===== src/rtl/bt_clk_pkg.sv =====
// Shared definitions for the Bluetooth slave clock tracking path.
//   trk_state_e     : tracker state (IDLE, ACQUIRE, TRACK, LOST)
//   SLOT_US         : slot length in microseconds
//   HALF_SLOT_US    : largest phase error magnitude / largest normal window
//   WIN_OPEN_ALWAYS : window size that holds the clock block window open
//   slot_err()      : wrapped phase error of a sync against its expected position
package bt_clk_pkg;

    typedef enum logic [1:0] {
        IDLE    = 2'd0,
        ACQUIRE = 2'd1,
        TRACK   = 2'd2,
        LOST    = 2'd3
    } trk_state_e;

    localparam logic [9:0] SLOT_US         = 10'd625;
    localparam logic [8:0] HALF_SLOT_US    = 9'd312;
    localparam logic [8:0] WIN_OPEN_ALWAYS = 9'd313;

    // Difference wrapped into the nearest half slot so a sync just before the
    // slot boundary reads as early rather than almost a whole slot late.
    function automatic logic signed [9:0] slot_err(input logic [9:0] cnt,
                                                   input logic [9:0] pos);
        logic signed [10:0] raw;
        logic signed [10:0] fixed;
        raw = $signed({1'b0, cnt}) - $signed({1'b0, pos});
        if (raw > $signed({2'b00, HALF_SLOT_US})) begin
            fixed = raw - $signed({1'b0, SLOT_US});
        end else if (raw < -$signed({2'b00, HALF_SLOT_US})) begin
            fixed = raw + $signed({1'b0, SLOT_US});
        end else begin
            fixed = raw;
        end
        return 10'(fixed);
    endfunction

endpackage


===== src/rtl/bt_err_avg.sv =====
// Phase error averager used while tracking.
// Accumulates 2^AVG_LOG2 signed errors and reports their floor average.
// Optional macro BT_TRACK_DEADBAND_EN adds a deadband input: errors whose
// magnitude is within the deadband are accumulated as zero.
//   clk, rst  : clock, asynchronous active-high reset
//   clear     : drop the partial accumulation
//   valid     : err carries a new sample this cycle
//   err       : signed error, us
//   deadband  : (macro only) deadband magnitude, us
//   adj       : floor average, combinational, meaningful with adj_valid
//   adj_valid : this sample completes a block and its average is non-zero
module bt_err_avg
    import bt_clk_pkg::*;
#(
    parameter int AVG_LOG2 = 2
) (
    input  logic              clk,
    input  logic              rst,
    input  logic              clear,
    input  logic              valid,
    input  logic signed [9:0] err,
`ifdef BT_TRACK_DEADBAND_EN
    input  logic        [4:0] deadband,
`endif
    output logic signed [9:0] adj,
    output logic              adj_valid
);

    localparam int ACC_W = 10 + AVG_LOG2;
    localparam int CNT_W = AVG_LOG2 + 1;
    localparam logic [CNT_W-1:0] CNT_LAST = CNT_W'((1 << AVG_LOG2) - 1);

    logic signed [ACC_W-1:0] acc_r;
    logic        [CNT_W-1:0] cnt_r;
    logic signed [9:0]       err_eff_s;
    logic signed [ACC_W-1:0] sum_s;
    logic                    done_s;

`ifdef BT_TRACK_DEADBAND_EN
    logic [9:0] mag_s;

    // Small errors inside the deadband are treated as perfect alignment.
    always_comb begin
        mag_s = err[9] ? 10'(-err) : err;
        if (mag_s <= {5'd0, deadband}) begin
            err_eff_s = 10'sd0;
        end else begin
            err_eff_s = err;
        end
    end
`else
    assign err_eff_s = err;
`endif

    // Running sum including the current sample, and its floor average.
    always_comb begin
        sum_s     = acc_r + ACC_W'(err_eff_s);
        adj       = 10'(sum_s >>> AVG_LOG2);
        done_s    = valid && (cnt_r == CNT_LAST);
        adj_valid = done_s && (adj != 10'sd0);
    end

    // Accumulator and sample counter.
    always_ff @(posedge clk or posedge rst) begin
        if (rst) begin
            acc_r <= '0;
            cnt_r <= '0;
        end else if (clear) begin
            acc_r <= '0;
            cnt_r <= '0;
        end else if (done_s) begin
            acc_r <= '0;
            cnt_r <= '0;
        end else if (valid) begin
            acc_r <= sum_s;
            cnt_r <= cnt_r + CNT_W'(1);
        end else begin
            acc_r <= acc_r;
            cnt_r <= cnt_r;
        end
    end

endmodule


===== src/rtl/bt_slave_clk_tracker.sv =====
// Slave clock tracker: measures correlator sync arrival against the expected
// slot position, issues averaged phase corrections, resizes the uncertainty
// window from sync/miss history and declares loss of sync.
// Optional macro BT_TRACK_DEADBAND_EN adds input regi_deadband.
//   clk_6M, rst           : 6 MHz clock, asynchronous active-high reset
//   enable                : tracking enable, low forces IDLE
//   p_1us                 : 1 us strobe
//   s_counter_1us         : slave intra-slot us counter
//   corre_sync_p          : correlator sync pulse
//   s_conns_uncerWindow   : uncertainty window from the clock block
//   regi_sync_pos         : expected counter value at sync
//   regi_acq_winsize      : window size in ACQUIRE
//   regi_trk_winsize      : nominal window size in TRACK
//   regi_deadband         : (macro only) tracking deadband, us
//   adj_p / adj_us        : correction pulse and signed correction, us
//   s_uncerWinSize        : window size to the clock block
//   locked                : high in TRACK
//   lost_p                : pulse on TRACK -> LOST
//   miss_cnt              : consecutive missed windows
module bt_slave_clk_tracker
    import bt_clk_pkg::*;
#(
    parameter int AVG_LOG2   = 2,
    parameter int MISS_LIMIT = 8,
    parameter int WIN_STEP   = 10
) (
    input  logic       clk_6M,
    input  logic       rst,
    input  logic       enable,
    input  logic       p_1us,
    input  logic [9:0] s_counter_1us,
    input  logic       corre_sync_p,
    input  logic       s_conns_uncerWindow,
    input  logic [9:0] regi_sync_pos,
    input  logic [8:0] regi_acq_winsize,
    input  logic [8:0] regi_trk_winsize,
`ifdef BT_TRACK_DEADBAND_EN
    input  logic [4:0] regi_deadband,
`endif
    output logic       adj_p,
    output logic [9:0] adj_us,
    output logic [8:0] s_uncerWinSize,
    output logic       locked,
    output logic       lost_p,
    output logic [3:0] miss_cnt
);

    localparam logic [9:0] WIN_STEP_W   = 10'(WIN_STEP);
    localparam logic [3:0] MISS_LIMIT_W = 4'(MISS_LIMIT);

    trk_state_e        state_r;
    logic              win_d_r;
    logic              taken_r;
    logic              rise_s;
    logic              fall_s;
    logic              active_s;
    logic              accept_s;
    logic              miss_s;
    logic              run_s;
    logic signed [9:0] err_s;
    logic signed [9:0] avg_adj_s;
    logic              avg_valid_s;
    logic [3:0]        miss_inc_s;
    logic [9:0]        win_sum_s;
    logic [8:0]        win_wide_s;
    logic              unused_s;

    // The error is taken from s_counter_1us directly, so the strobe is not needed.
    assign unused_s = p_1us;

    assign err_s = slot_err(s_counter_1us, regi_sync_pos);

    // Window edge decode and sync/miss qualification. The falling-edge cycle
    // still counts as inside the window so a coincident sync is a hit.
    always_comb begin
        run_s    = enable && (state_r != IDLE);
        rise_s   = s_conns_uncerWindow && !win_d_r;
        fall_s   = !s_conns_uncerWindow && win_d_r;
        active_s = s_conns_uncerWindow || win_d_r;
        accept_s = run_s && corre_sync_p && active_s && (rise_s || !taken_r);
        miss_s   = run_s && fall_s && !taken_r && !accept_s;
    end

    // Saturating miss increment and clamped window widening.
    always_comb begin
        if (miss_cnt == 4'd15) begin
            miss_inc_s = 4'd15;
        end else begin
            miss_inc_s = miss_cnt + 4'd1;
        end
        win_sum_s = {1'b0, s_uncerWinSize} + WIN_STEP_W;
        if (win_sum_s > {1'b0, HALF_SLOT_US}) begin
            win_wide_s = HALF_SLOT_US;
        end else begin
            win_wide_s = win_sum_s[8:0];
        end
    end

    // Window edge history and "sync already used in this window" flag.
    always_ff @(posedge clk_6M or posedge rst) begin
        if (rst) begin
            win_d_r <= 1'b0;
            taken_r <= 1'b0;
        end else begin
            win_d_r <= s_conns_uncerWindow;
            if (!run_s) begin
                taken_r <= 1'b0;
            end else if (accept_s) begin
                taken_r <= 1'b1;
            end else if (rise_s) begin
                taken_r <= 1'b0;
            end else begin
                taken_r <= taken_r;
            end
        end
    end

    bt_err_avg #(
        .AVG_LOG2 (AVG_LOG2)
    ) u_err_avg (
        .clk       (clk_6M),
        .rst       (rst),
        .clear     (!enable || (state_r != TRACK)),
        .valid     (accept_s && (state_r == TRACK)),
        .err       (err_s),
`ifdef BT_TRACK_DEADBAND_EN
        .deadband  (regi_deadband),
`endif
        .adj       (avg_adj_s),
        .adj_valid (avg_valid_s)
    );

    // Tracker state machine with registered outputs.
    always_ff @(posedge clk_6M or posedge rst) begin
        if (rst) begin
            state_r        <= IDLE;
            adj_p          <= 1'b0;
            adj_us         <= 10'd0;
            s_uncerWinSize <= 9'd0;
            locked         <= 1'b0;
            lost_p         <= 1'b0;
            miss_cnt       <= 4'd0;
        end else if (!enable) begin
            state_r        <= IDLE;
            adj_p          <= 1'b0;
            adj_us         <= 10'd0;
            s_uncerWinSize <= 9'd0;
            locked         <= 1'b0;
            lost_p         <= 1'b0;
            miss_cnt       <= 4'd0;
        end else begin
            adj_p  <= 1'b0;
            lost_p <= 1'b0;
            case (state_r)
                IDLE: begin
                    state_r        <= ACQUIRE;
                    s_uncerWinSize <= regi_acq_winsize;
                    locked         <= 1'b0;
                end
                // First sync after acquisition or loss is applied as-is.
                ACQUIRE, LOST: begin
                    if (accept_s) begin
                        adj_p          <= 1'b1;
                        adj_us         <= err_s;
                        state_r        <= TRACK;
                        locked         <= 1'b1;
                        miss_cnt       <= 4'd0;
                        s_uncerWinSize <= regi_trk_winsize;
                    end else if (miss_s) begin
                        miss_cnt <= miss_inc_s;
                    end else begin
                        miss_cnt <= miss_cnt;
                    end
                end
                TRACK: begin
                    if (accept_s) begin
                        miss_cnt       <= 4'd0;
                        s_uncerWinSize <= regi_trk_winsize;
                        if (avg_valid_s) begin
                            adj_p  <= 1'b1;
                            adj_us <= avg_adj_s;
                        end else begin
                            adj_p <= 1'b0;
                        end
                    end else if (miss_s) begin
                        miss_cnt <= miss_inc_s;
                        if (miss_inc_s >= MISS_LIMIT_W) begin
                            state_r        <= LOST;
                            lost_p         <= 1'b1;
                            locked         <= 1'b0;
                            s_uncerWinSize <= WIN_OPEN_ALWAYS;
                        end else begin
                            s_uncerWinSize <= win_wide_s;
                        end
                    end else begin
                        miss_cnt <= miss_cnt;
                    end
                end
                default: begin
                    state_r <= IDLE;
                    locked  <= 1'b0;
                end
            endcase
        end
    end

endmodule


===== config.mk =====
export PLATFORM = sky130hd
export DESIGN_NAME = bt_slave_clk_tracker
export DESIGN_NICKNAME = d
export VERILOG_FILES = /design/src/rtl/bt_clk_pkg.sv /design/src/rtl/bt_err_avg.sv /design/src/rtl/bt_slave_clk_tracker.sv
export SDC_FILE = /design/constraint.sdc
export NUM_CORES = 1
export LEC_CHECK = 0
export BUFFER_PORTS_ARGS = -buffer_cell sky130_fd_sc_hd__buf_2
export CORE_MARGIN = 1.5
export CORE_UTILIZATION = 30
export CTS_BUF_LIST = sky130_fd_sc_hd__clkbuf_4
export DETAILED_ROUTE_END_ITERATION = 8
export MAX_ROUTING_LAYER = met4
export PLACE_DENSITY_LB_ADDON = 0.05
export RECOVER_POWER = 25
export SETUP_SLACK_MARGIN = 0.5
export SYNTH_ARGS = -nofsm -noshare
export SYNTH_HDL_FRONTEND = slang
export SYNTH_SLANG_ARGS = --single-unit

===== constraint.sdc =====
create_clock -name clk_6M -period 8 [get_ports clk_6M]
set_clock_uncertainty 0.2 [all_clocks]
set_input_delay 0.4 -clock clk_6M [delete_from_list [all_inputs] [get_ports clk_6M]]
set_output_delay 0.4 -clock clk_6M [all_outputs]
set_load 0.05 [all_outputs]

==> impl_metrics.yaml <==
power_and_ir_drop:
  swShare_pct: 46.6
  switching_power_w: 0.000370
  internal-power_w: 0.000424
  power.share.clock_pct: 15.2
  power_frac_seq_pct: 32.4
  ir_drop_uv: 72.2
  power.density_nw_per_um2: 170
  combPwrFrac_pct: 52.4
  leakagePower_nw: 2.10
grt:
  antenna_found_initial: 0
  gr-usage-all-layers_pct: 17.5
  grt_overflow: 0
  grt_max_degree: 46
  grt_pass1_wl_um: 19600
  grt_pass1_vias: 3798
route:
  via_per_inst: 5.31
  ant_nets: 0
  routedWlPerCell_um: 16.1
  wl_um: 11900
  drc: 0
  vias: 3926
  drt-initial-drc-count: 241
  drt-pass1-iter-count: 4
setup_path:
  cpMostUsedCell: "o21ai_0"
  crit_path_max_fanout: 19
  cp_top_family: "compound AO/OA/AOI/OAI gates"
  crit_buf_inv: 2
  path_cells: "buf_2, inv_1, ha_1, fa_1, nand2b_1, a21oi_2, xor2_2, a211oi_2, o31a_2, o21ai_0, a21oi_1, mux2_2, ha_1, a21o_1, a21oi_1, o21ai_0, xnor2_1, or4b_1, a2111o_1, nor4b_2, a211oi_4, o21ai_0, a31oi_1"
  critPathMaxStageDelay_ns: 0.53
  cp_data_arrival_time_ns: 6.39
  worstSetupStartpointType: "input port"
  end_kind: "flop"
  cp.required_ns: 8.04
  worstSetupPathType: "in -> reg"
  crit_slowest_cell: "or4b_1"
timing:
  setup_violations: 0
  period_needed_ns: 6.35
  holdWs_ns: 0.0971
  tightest_slew_ns: 2.61
  fin_crit_sh_pct: 79.4
  max_freq_ghz: 0.157
  setup_ws_ns: 1.65
  finalSetupTns_ns: 0
  maxSlewHeadroom_pct: -74.2
  hold_viol: 0
  rsz0062_at_grt: "no"
  drv_slew: 46
layout:
  area_growth_pct: 13.3
  final_common_cell: "buf_2"
  multi_input_area_sq_um: 2800
  layout_common_cells: "67 x buf_2, 63 x nand2_1, 45 x dfrtp_1, 33 x o21ai_0"
  final_cell_area_sq_um: 4680
  antennaDiodeCount: 0
  fillCellCount: 1445
  layout-drive-gt1-share_pct: 18.6
  final_nets: 636
  regArea_sq_um: 1130
yosys:
  synth_top_area_share_pct: 27.3
  yosysTopAreaCell: "dfrtp_1"
  ys_types: 79
  syn-instance-count: 500
  avgSynthCellArea_sq_um: 8.25
  syn_area_sq_um: 4130
  yosys_warnings: 0
  yosys_register_bits: 45
  async_reset_ff_share_pct: 100
  synthFlopType: "dfrtp_1"
  synth_edf_count: 0
  synth.area.top_cells: "dfrtp_1 27%, ha_1 8.2%, nand2_1 5.7%"
  ys_seq_area_share_pct: 27.3
  syn-num-nets: 573
clocking:
  clock_path_buffers: 2
  clk_pin_slew_ns: 0.16
  cts-hold-fix-buffers: 2
  cts_tree: "done"
  postCtsSetupRepairBufs: 0
  htreeDepth: 2
  clk_latency_ns: 0.39
  cts.sinks: 45
  clock-root-buffer: "clkbuf_4"
  ctsResizeCount: 0
  cts_buffers: 5
floorplanning:
  die_area_sq_um: 14500
  dieWidth_um: 120
  start_util_pct: 30.9
  rows: 42
  ios: 70
  die_h_um: 120
  core_area_sq_um: 13300
worst_hold_path:
  hp-class: "in -> reg"
placed_design:
  dpl_cell_area_sq_um: 4610
  dp_hpwl_um: 9020
  place_congestion: 0.839
  dp_slack_ns: 1.21
  place.port_buffers: 68
status:
  violations: "capacitance limit, slew limit"
  outcome: "complete, but fails checks"
run:
  maxCapViolCount: 1
==> layout make-up <==
cell class / instances / share of cell area [%]
well taps: 176 / 4.71
clock inverters: 3 / 0.375
repair buffers: 74 / 8.24
clock buffers: 5 / 0.803
flip-flops and latches: 45 / 24.1
inverters: 25 / 2.01
multi-input cells: 412 / 59.8
==> through the flow <==
stage | instances | util, % | power [W]
6_report | 740 | 35.0 | 0.000793
3_3_place_gp | 730 | 34.5 | 0.000677
2_1_floorplan | 500 | - | 0.000579
5_1_grt | 740 | 35.0 | 0.000854
4_1_cts | 740 | 35.1 | 0.000807
3_5_place_dp | 730 | 34.5 | 0.000677
==> registers in the layout, summed over array words and instances, names as in the netlist <==
name / flops
adj_p: 1
adj_us: 10
locked: 1
lost_p: 1
miss_cnt: 4
s_uncerWinSize: 9
state_r: 2
taken_r: 1
u_err_avg.acc_r: 12
u_err_avg.cnt_r: 3
win_d_r: 1
==> cells by family after synthesis <==
| group | count (synthesis) | synth area share [%] |
|---|---|---|
| simple gates | 176 | 21.0 |
| mux | 11 | 2.82 |
| xor+xnor | 25 | 5.49 |
| compound gates | 171 | 29.1 |
| buf+inv | 43 | 5.06 |
| flops | 45 | 27.3 |
| fa+ha+maj | 29 | 9.16 |
==> cells in the mapped netlist, types with 9 or more instances <==
cell	instances
o21a_1	10
a31oi_1	10
clkbuf_1	9
o21ai_0	33
nand3_1	16
nor2_1	32
nor2b_1	10
xnor2_1	16
ha_1	27
a21oi_1	32
dfrtp_1	45
nand2_1	63
a22o_1	10
inv_1	24
==> path summary, 6_finish.rpt <==
check / from / to / slack (ns) / depth (start not counted)
min in group asynchronous: rst / miss_cnt[2] / 1.31 / 4
worst min-delay path: corre_sync_p / taken_r / 0.1 / 3
worst min register to register: u_err_avg.acc_r[11] / u_err_avg.acc_r[11] / 0.31 / 1
worst max-delay path: s_counter_1us[0] / adj_us[5] / 1.65 / 23
worst max register to register: u_err_avg.acc_r[0] / adj_us[5] / 4.02 / 13
max in group asynchronous: rst / adj_us[7] / 4.82 / 4
==> power by group through the flow <==
stage / logic, W / registers (W) / clock network (W)
floorplan: 0.000287 / 0.000292 / 0
global placement: 0.000415 / 0.000261 / 0
detailed placement: 0.000416 / 0.000261 / 0
CTS: 0.000419 / 0.000257 / 0.000131
global route: 0.000460 / 0.000260 / 0.000134
finish: 0.000415 / 0.000257 / 0.000121
==> per-layer routing <==
metal | wire, um | track usage, % | up-vias
li1 | - | - | 1972
met1 | 5860 | 23.3 | 1878
met2 | 5600 | 29.1 | 69
met3 | 380 | 2.22 | 7
met4 | 92 | 3.01 | 0
met5 | 0 | - | -
==> worst reg2reg max path, delay by kind of cell, from the launching register on <==
| family | cells | cell delay [ns] |
|---|---|---|
| xor gates and xnor gates | 1 | 0.19 |
| buffers and inverters | 1 | 0.07 |
| AOI/OAI and AO/OA | 6 | 1.54 |
| DFF | 1 | 0.42 |
| adders and majority gates | 2 | 0.43 |
| and+or+nand+nor | 3 | 0.97 |
Note: power is estimated with default switching activity, not from simulation.
